File: config.mk
export PLATFORM = sky130hd
export DESIGN_NAME = writeback_stage
export DESIGN_NICKNAME = d
export VERILOG_FILES = /design/src/rtl/writeback_stage.sv
export SDC_FILE = /design/constraint.sdc
export NUM_CORES = 1
export LEC_CHECK = 0
export ABC_AREA = 1
export BUFFER_PORTS_ARGS = -buffer_cell sky130_fd_sc_hd__buf_2
export CAP_MARGIN = 20
export CORE_MARGIN = 10
export CORE_UTILIZATION = 45
export CTS_CLUSTER_DIAMETER = 150
export DETAILED_ROUTE_END_ITERATION = 10
export GPL_TIMING_DRIVEN = 0
export PLACE_DENSITY = 0.78
export SLEW_MARGIN = 15
export SYNTH_ARGS = -nofsm -noshare
export SYNTH_HDL_FRONTEND = slang
export SYNTH_SLANG_ARGS = --single-unit
export TNS_END_PERCENT = 5
File: constraint.sdc
create_clock -name clk -period 1.5 [get_ports clk]
set_input_delay 0.15 -clock clk [delete_from_list [all_inputs] [get_ports clk]]
set_output_delay 0.15 -clock clk [all_outputs]
set_load 0.03 [all_outputs]
File: src/rtl/writeback_stage.sv
// Writeback stage: accepts ALU results directly or waits for load data,
// then issues a one-cycle register-file or PC write pulse. Tracks load
// timeouts, spurious memory responses and a retired-instruction count.
module writeback_stage #(
    parameter int          LANES   = 3,
    parameter int          LANE_W  = 18,
    parameter logic [7:0]  TIMEOUT = 8'd64
) (
    input  logic                      clk,
    input  logic                      rst_n,
    input  logic                      valid_m,
    output logic                      ready_m,
    input  logic                      reg_write_m,
    input  logic                      mem_to_reg_m,
    input  logic [3:0]                wa3_m,
    input  logic [LANES*LANE_W-1:0]   alu_result_m,
    input  logic                      mem_rvalid,
    input  logic [LANES*LANE_W-1:0]   mem_rdata,
    output logic                      RegWriteW,
    output logic [3:0]                wa3w,
    output logic [LANES*LANE_W-1:0]   wd3,
    output logic                      pc_wr_w,
    output logic [LANE_W-1:0]         pc_wd_w,
    output logic [1:0]                err,
    output logic [15:0]               retired
);

    localparam int DW = LANES * LANE_W;

    typedef enum logic {
        IDLE     = 1'b0,
        WAIT_MEM = 1'b1
    } state_t;

    state_t              state_q,     state_d;
    logic [7:0]          wait_cnt_q,  wait_cnt_d;
    logic                w_reg_write_q, w_reg_write_d;
    logic [3:0]          w_wa3_q,     w_wa3_d;
    logic                reg_write_w_q, reg_write_w_d;
    logic [3:0]          wa3w_q,      wa3w_d;
    logic [DW-1:0]       wd3_q,       wd3_d;
    logic                pc_wr_w_q,   pc_wr_w_d;
    logic [LANE_W-1:0]   pc_wd_w_q,   pc_wd_w_d;
    logic [1:0]          err_q,       err_d;
    logic [15:0]         retired_q,   retired_d;

    // Completion request built by the FSM and turned into a write pulse below
    logic                complete;
    logic                comp_rw;
    logic [3:0]          comp_wa3;
    logic [DW-1:0]       comp_data;

    // Next-state, W-register capture and completion-pulse generation
    always_comb begin
        state_d       = state_q;
        wait_cnt_d    = wait_cnt_q;
        w_reg_write_d = w_reg_write_q;
        w_wa3_d       = w_wa3_q;
        reg_write_w_d = 1'b0;
        pc_wr_w_d     = 1'b0;
        wa3w_d        = wa3w_q;
        wd3_d         = wd3_q;
        pc_wd_w_d     = pc_wd_w_q;
        err_d         = err_q;
        retired_d     = retired_q;
        complete      = 1'b0;
        comp_rw       = 1'b0;
        comp_wa3      = 4'd0;
        comp_data     = '0;

        case (state_q)
            IDLE: begin
                // Memory responses with no outstanding load are dropped and flagged
                if (mem_rvalid) begin
                    err_d[1] = 1'b1;
                end
                if (valid_m) begin
                    w_reg_write_d = reg_write_m;
                    w_wa3_d       = wa3_m;
                    if (mem_to_reg_m) begin
                        state_d    = WAIT_MEM;
                        wait_cnt_d = 8'd0;
                    end else begin
                        // ALU results complete on the accepting edge
                        complete  = 1'b1;
                        comp_rw   = reg_write_m;
                        comp_wa3  = wa3_m;
                        comp_data = alu_result_m;
                    end
                end
            end
            WAIT_MEM: begin
                if (mem_rvalid) begin
                    // Load data replaces the ALU value and goes straight to the write port
                    state_d   = IDLE;
                    complete  = 1'b1;
                    comp_rw   = w_reg_write_q;
                    comp_wa3  = w_wa3_q;
                    comp_data = mem_rdata;
                end else if (wait_cnt_q == TIMEOUT - 8'd1) begin
                    // Give up on the load: flag it, no write, not retired
                    err_d[0] = 1'b1;
                    state_d  = IDLE;
                end else begin
                    wait_cnt_d = wait_cnt_q + 8'd1;
                end
            end
            default: begin
                state_d = IDLE;
            end
        endcase

        if (complete) begin
            retired_d = retired_q + 16'd1;
            if (comp_rw) begin
                if (comp_wa3 != 4'hF) begin
                    reg_write_w_d = 1'b1;
                    wa3w_d        = comp_wa3;
                    wd3_d         = comp_data;
                end else begin
                    pc_wr_w_d = 1'b1;
                    pc_wd_w_d = comp_data[LANE_W-1:0];
                end
            end
        end
    end

    // State and output registers with asynchronous active-low clear
    always_ff @(posedge clk or negedge rst_n) begin
        if (!rst_n) begin
            state_q       <= IDLE;
            wait_cnt_q    <= 8'd0;
            w_reg_write_q <= 1'b0;
            w_wa3_q       <= 4'd0;
            reg_write_w_q <= 1'b0;
            wa3w_q        <= 4'd0;
            wd3_q         <= '0;
            pc_wr_w_q     <= 1'b0;
            pc_wd_w_q     <= '0;
            err_q         <= 2'b00;
            retired_q     <= 16'd0;
        end else begin
            state_q       <= state_d;
            wait_cnt_q    <= wait_cnt_d;
            w_reg_write_q <= w_reg_write_d;
            w_wa3_q       <= w_wa3_d;
            reg_write_w_q <= reg_write_w_d;
            wa3w_q        <= wa3w_d;
            wd3_q         <= wd3_d;
            pc_wr_w_q     <= pc_wr_w_d;
            pc_wd_w_q     <= pc_wd_w_d;
            err_q         <= err_d;
            retired_q     <= retired_d;
        end
    end

    assign ready_m   = (state_q == IDLE);
    assign RegWriteW = reg_write_w_q;
    assign wa3w      = wa3w_q;
    assign wd3       = wd3_q;
    assign pc_wr_w   = pc_wr_w_q;
    assign pc_wd_w   = pc_wd_w_q;
    assign err       = err_q;
    assign retired   = retired_q;

endmodule
==> results of run 1 <==
power by group:
| part | switching (mW) | internal (mW) | leakage [nW] |
|---|---|---|---|
| Clock | 1.09 | 1.26 | 0.142 |
| Sequential | 0.355 | 3.42 | 1.46 |
| Combinational | 2.00 | 0.977 | 3.01 |
cell usage in the layout, fill, tap and decap left out, types with 10 or more instances in the layout:
| master | netlist | routed |
|---|---|---|
| buf_2 | 15 | 215 |
| buf_4 | 8 | 22 |
| buf_6 | 4 | 22 |
| buf_8 | 0 | 10 |
| dfrtp_1 | 110 | 107 |
| inv_1 | 24 | 20 |
| nand2_1 | 340 | 305 |
| nand2_2 | 2 | 34 |
| nand3_1 | 144 | 134 |
| nor2_1 | 21 | 14 |
path summary, 6_finish.rpt:
path,endpoint,depth (start not counted),slack [ps]
max in group asynchronous,wait_cnt_q[0],3,540
max,pc_wd_w[17],11,-160
min reg2reg,err[1],1,460
max reg2reg,pc_wd_w[17],11,-160
min in group asynchronous,RegWriteW,2,290
min,w_wa3_q[3],3,10
sequential cells by signal, indices dropped and copies added, names as in the netlist:
register and cells:
RegWriteW 1, retired 16, pc_wr_w 1, wait_cnt_q 8
wa3w 4, wd3 54, err 2, w_reg_write_q 1
pc_wd_w 18, state_q 1, w_wa3_q 4
layer usage:
| layer | global-route usage (%) | part of all wire (%) | up-vias |
|---|---|---|---|
| li1 | - | - | 2877 |
| met1 | 25.4 | 42 | 2728 |
| met2 | 36.1 | 49 | 218 |
| met3 | 5.37 | 7.5 | 22 |
| met4 | 7.06 | 1.7 | 0 |
| met5 | 0 | 0 | - |
logic make-up (layout without fill, tap and decap cells):
| group | count (synthesis) | in the layout | share of synthesized area [%] |
|---|---|---|---|
| AND/OR/NAND/NOR | 525 | 525 | 39.9 |
| flip-flops | 110 | 110 | 49.5 |
| buffers and inverters | 69 | 332 | 6.07 |
| AO/OA/AOI/OAI | 19 | 19 | 1.93 |
| XOR/XNOR | 14 | 14 | 2.20 |
| adder cells (fa/ha/maj) | 2 | 2 | 0.450 |
layout make-up:
type | instances | area [um^2]
fill | 1066 | 4150
sequential | 110 | 2760
multi-input combinational | 560 | 2710
timing repair buffer | 248 | 1470
buffer | 41 | 377
clock buffer | 13 | 270
tap | 168 | 210
inverter | 27 | 104
clock inverter | 3 | 17.5
critical path, cell delays in order, from the launching register on:
cell and delay, ps:
dfrtp_2 460, inv_4 90, buf_8 100, nand4_1 110, nand2_2 120, nand2_2 70
buf_6 120, nor2_4 140, nand2_4 100, buf_12 150, nand2_2 50, nand2_1 50
repair_timing:
item / CTS / global route
endpoints found under the setup margin: 108 / 99
pin swaps: 11 / 7
setup buffers: 29 / 0
hold buffers: 1 / 0
hold endpoints to repair: 45 / 0
cloned: 3 / 0
resized for setup: 92 / 43
stage by stage:
stage	cells	hold slack, ps	setup TNS [ps]	instance area, um^2
floorplan	739	-146	-849	5590
global placement	1121	368	-149060	6870
detailed placement	1122	99.5	-38100	6910
CTS	1170	1.73	-6340	7790
global route	1170	21.0	-18280	7910
finish	1170	12.7	-8810	7910
==> impl_metrics.tcl, run 1 <==
set metrics [dict create \
    required_ps 1750 \
    h-tree-depth 3 \
    drive_above_1_share_pct 37.2 \
    track_usage_pct 21.2 \
    synthTopCellsByArea "dfrtp_1 (49%), nand2_1 (23%), nand3_1 (13%)" \
    synth_nets 859 \
    slew_viol_final 0 \
    wl_per_cell_um 16.2 \
    finalNetCount 1117 \
    root_buffer "clkbuf_16" \
    grt_pass1_wl_mm 30.3 \
    die_x_um 131 \
    diodes 0 \
    end_kind "flip-flop" \
    fin_ws_ps -163 \
    violations "negative setup slack" \
    start_kind "flip-flop" \
    ys_warn_count 0 \
    finalSetupViolations 81 \
    firstDrtPassIters 5 \
    grt_overflow_total 0 \
    min_period_ps 1660 \
    worst_pin_slew_ps 647 \
    port_buffers 214 \
    gp_congestion 0.874 \
    ys_ff_latch 110 \
    leakagePower_nw 4.61 \
    io_pins 215 \
    rsz0062_at_grt "true" \
    grt_max_degree 66 \
    worst_slew_margin_rel_pct 56.9 \
    worst_ep_arrival_time_ps 1910 \
    drcViolationCount 0 \
    fmax_mhz 601 \
    synthCells 739 \
    hold_viol 0 \
    yosysTopAreaCellShare_pct 49.5 \
    hp-class "primary input to flip-flop" \
    antenna_found_initial 0 \
    fin_crit_sh_pct 111 \
    drt_iter0_drc 381 \
    worstHoldStart "wa3_m[3]" \
    synthArstFlopShare_pct 100 \
    syn_area_um2 5560 \
    synth.largest_area_cell "dfrtp_1" \
    ir_drop_mv 0.586 \
    vias_per_cell 5.00 \
    clk_pin_slew_worst_paths_ps 70 \
    synth_ff_type "dfrtp_1" \
    power.density_nw_per_um2 1150 \
    cp_max_fo 8 \
    drt-total-wl_mm 19.0 \
    drv_cap 0 \
    die_area_um2 17200 \
    start_util_pct 46.1 \
    die_y_um 131 \
    synth.distinct_cells 27 \
    cts_buffer_depth 2 \
    status "complete, but fails checks" \
    clock_latency_ps 350 \
    regToRegStartpoint "state_q" \
    num_vias 5845 \
    fp-row-count 40 \
    total_power_mw 9.10 \
    dp_slack_ps -521 \
    utilization_pct 65.6 \
    numCtsBuffers 9 \
    yosys-top-cells-count "nand2_1 (340), nand3_1 (144), dfrtp_1 (110)" \
    ant_nets 0 \
    core_um2 12100 \
    synth_edf_count 0 \
    cts_tree "yes" \
    syn_to_final_growth_pct 42.2 \
    synth_most_common_cell "nand2_1" \
    cp-startpoint "state_q" \
    syn_avg_cell_area_um2 7.53 \
    finClkSkew_ps 6.78 \
    hpwl_mm 13.7 \
    first_global_vias 5912 \
    ys_seq_area_share_pct 49.5 \
    crit_type "flip-flop to flip-flop" \
    cts.sinks 110 \
]
Note: power is estimated with default switching activity, not from simulation.
==> run 2: changes to the inputs <==
Settings changed: CORE_MARGIN 10 to unset, SKIP_CTS_REPAIR_TIMING set to 1.
==> impl_metrics.tcl, run 2 (synthesized netlist as in run 1, its figures left out) <==
set metrics [dict create \
    numCtsBuffers 9 \
    drv_cap 0 \
    firstDrtPassIters 5 \
    cts.sinks 110 \
    required_ps 1750 \
    r2r_setup_slack_ps -150 \
    port_buffers 214 \
    drcViolationCount 0 \
    drt_iter0_drc 369 \
    power.density_nw_per_um2 1200 \
    largest_register_ffs 54 \
    die_area_um2 12800 \
    die_x_um 113 \
    worst_pin_slew_ps 621 \
    hp-class "primary input to flip-flop" \
    ir_drop_mv 0.697 \
    drive_above_1_share_pct 32.1 \
    grt_pass1_wl_mm 25.7 \
    track_usage_pct 26.0 \
    root_buffer "clkbuf_16" \
    clock_latency_ps 360 \
    io_pins 215 \
    fin_crit_sh_pct 110 \
    cts_buffer_depth 2 \
    hpwl_mm 11.9 \
    status "complete, but fails checks" \
    fmax_mhz 607 \
    num_vias 5759 \
    vias_per_cell 5.08 \
    syn_to_final_growth_pct 35.3 \
    grt_overflow_total 0 \
    min_period_ps 1650 \
    drt-total-wl_mm 16.3 \
    cp_max_fo 10 \
    worst_slew_margin_rel_pct 58.6 \
    finClkSkew_ps 6.25 \
    final_cell_mix "nand2_1 (329), buf_2 (219), nand3_1 (143)" \
    grt_max_degree 59 \
    hold_viol 0 \
    end_kind "flip-flop" \
    first_global_vias 5307 \
    die_y_um 113 \
    ant_nets 0 \
    finalNetCount 1100 \
    clk_pin_slew_worst_paths_ps 70 \
    violations "negative setup slack" \
    h-tree-depth 3 \
    worst_ep_arrival_time_ps 1890 \
    leakagePower_nw 4.47 \
    finalSetupViolations 86 \
    total_power_mw 9.07 \
    crit_type "flip-flop to flip-flop" \
    start_util_pct 46.3 \
    fin_ws_ps -149 \
    rsz0062_at_grt "true" \
    gp_congestion 0.875 \
    dp_slack_ps -474 \
    antenna_found_initial 2 \
    core_um2 12000 \
    wl_per_cell_um 14.4 \
    final_common_cell "nand2_1" \
    start_kind "flip-flop" \
    slew_viol_final 0 \
    fp-row-count 40 \
    cts_tree "yes" \
]
run 2: cell count changes in the layout (fill, tap and decap cells not counted), moves of 4 or more:
cell / delta
buf_2: +4
buf_6: -14
inv_1: +4
nand2_1: +24
nand2_2: -25
nand3_1: +9
nand3_2: -8
o21ai_1: -4
run 2: worst max-delay path, cell delays in order, from the launching register on:
cell	delay, ps
dfrtp_2	420
inv_2	80
a21oi_1	240
inv_1	70
nand2_1	70
nor2_2	50
nand2_4	120
nand2_4	90
buf_8	150
buf_8	130
nand2_1	60
nand2_1	50
run 2: path summary, 6_finish.rpt:
check                      startpoint    endpoint  cells after the start
max in group asynchronous       rst_n     state_q                      3
min                          wa3_m[2]  w_wa3_q[2]                      3
min reg2reg                    err[0]      err[0]                      1
min in group asynchronous       rst_n      wd3[3]                      2
max reg2reg                   state_q      wd3[7]                     11
max                           state_q      wd3[7]                     11
run 2: where the power goes:
group / switching [mW] / internal, mW / total [mW]
Sequential: 0.348 / 3.42 / 3.77
Clock: 1.06 / 1.47 / 2.54
Combinational: 1.88 / 0.879 / 2.76
run 2: stage by stage:
step / std cells / utilization, % / cell area (um^2) / hold WS, ps / TNS [ps]
global route: 1133 / 62.7 / 7530 / 19.9 / -18260
finish: 1134 / 62.7 / 7530 / 14.7 / -8770
floorplan: 739 / - / 5590 / -146 / -849
CTS: 1117 / 59.9 / 7200 / -231 / -36500
detailed placement: 1101 / 57.3 / 6880 / 150 / -34500
global placement: 1100 / 57.0 / 6850 / 372 / -141980
run 2: final cells by class:
type	instances	area (um^2)
clock inverter	3	40.0
fill	1134	4480
multi-input combinational	560	2590
antenna	2	5.00
sequential	110	2760
timing repair buffer	230	1240
inverter	27	101
tap	147	184
buffer	42	329
clock buffer	13	280
run 2: routing by layer:
metal | global-route usage [%] | vias to the layer above | wire [um]
met5 | 0 | - | 0
met4 | 12.9 | 0 | 434
met3 | 4.12 | 29 | 824
met2 | 43.2 | 198 | 7890
met1 | 33.2 | 2687 | 7180
li1 | - | 2845 | -
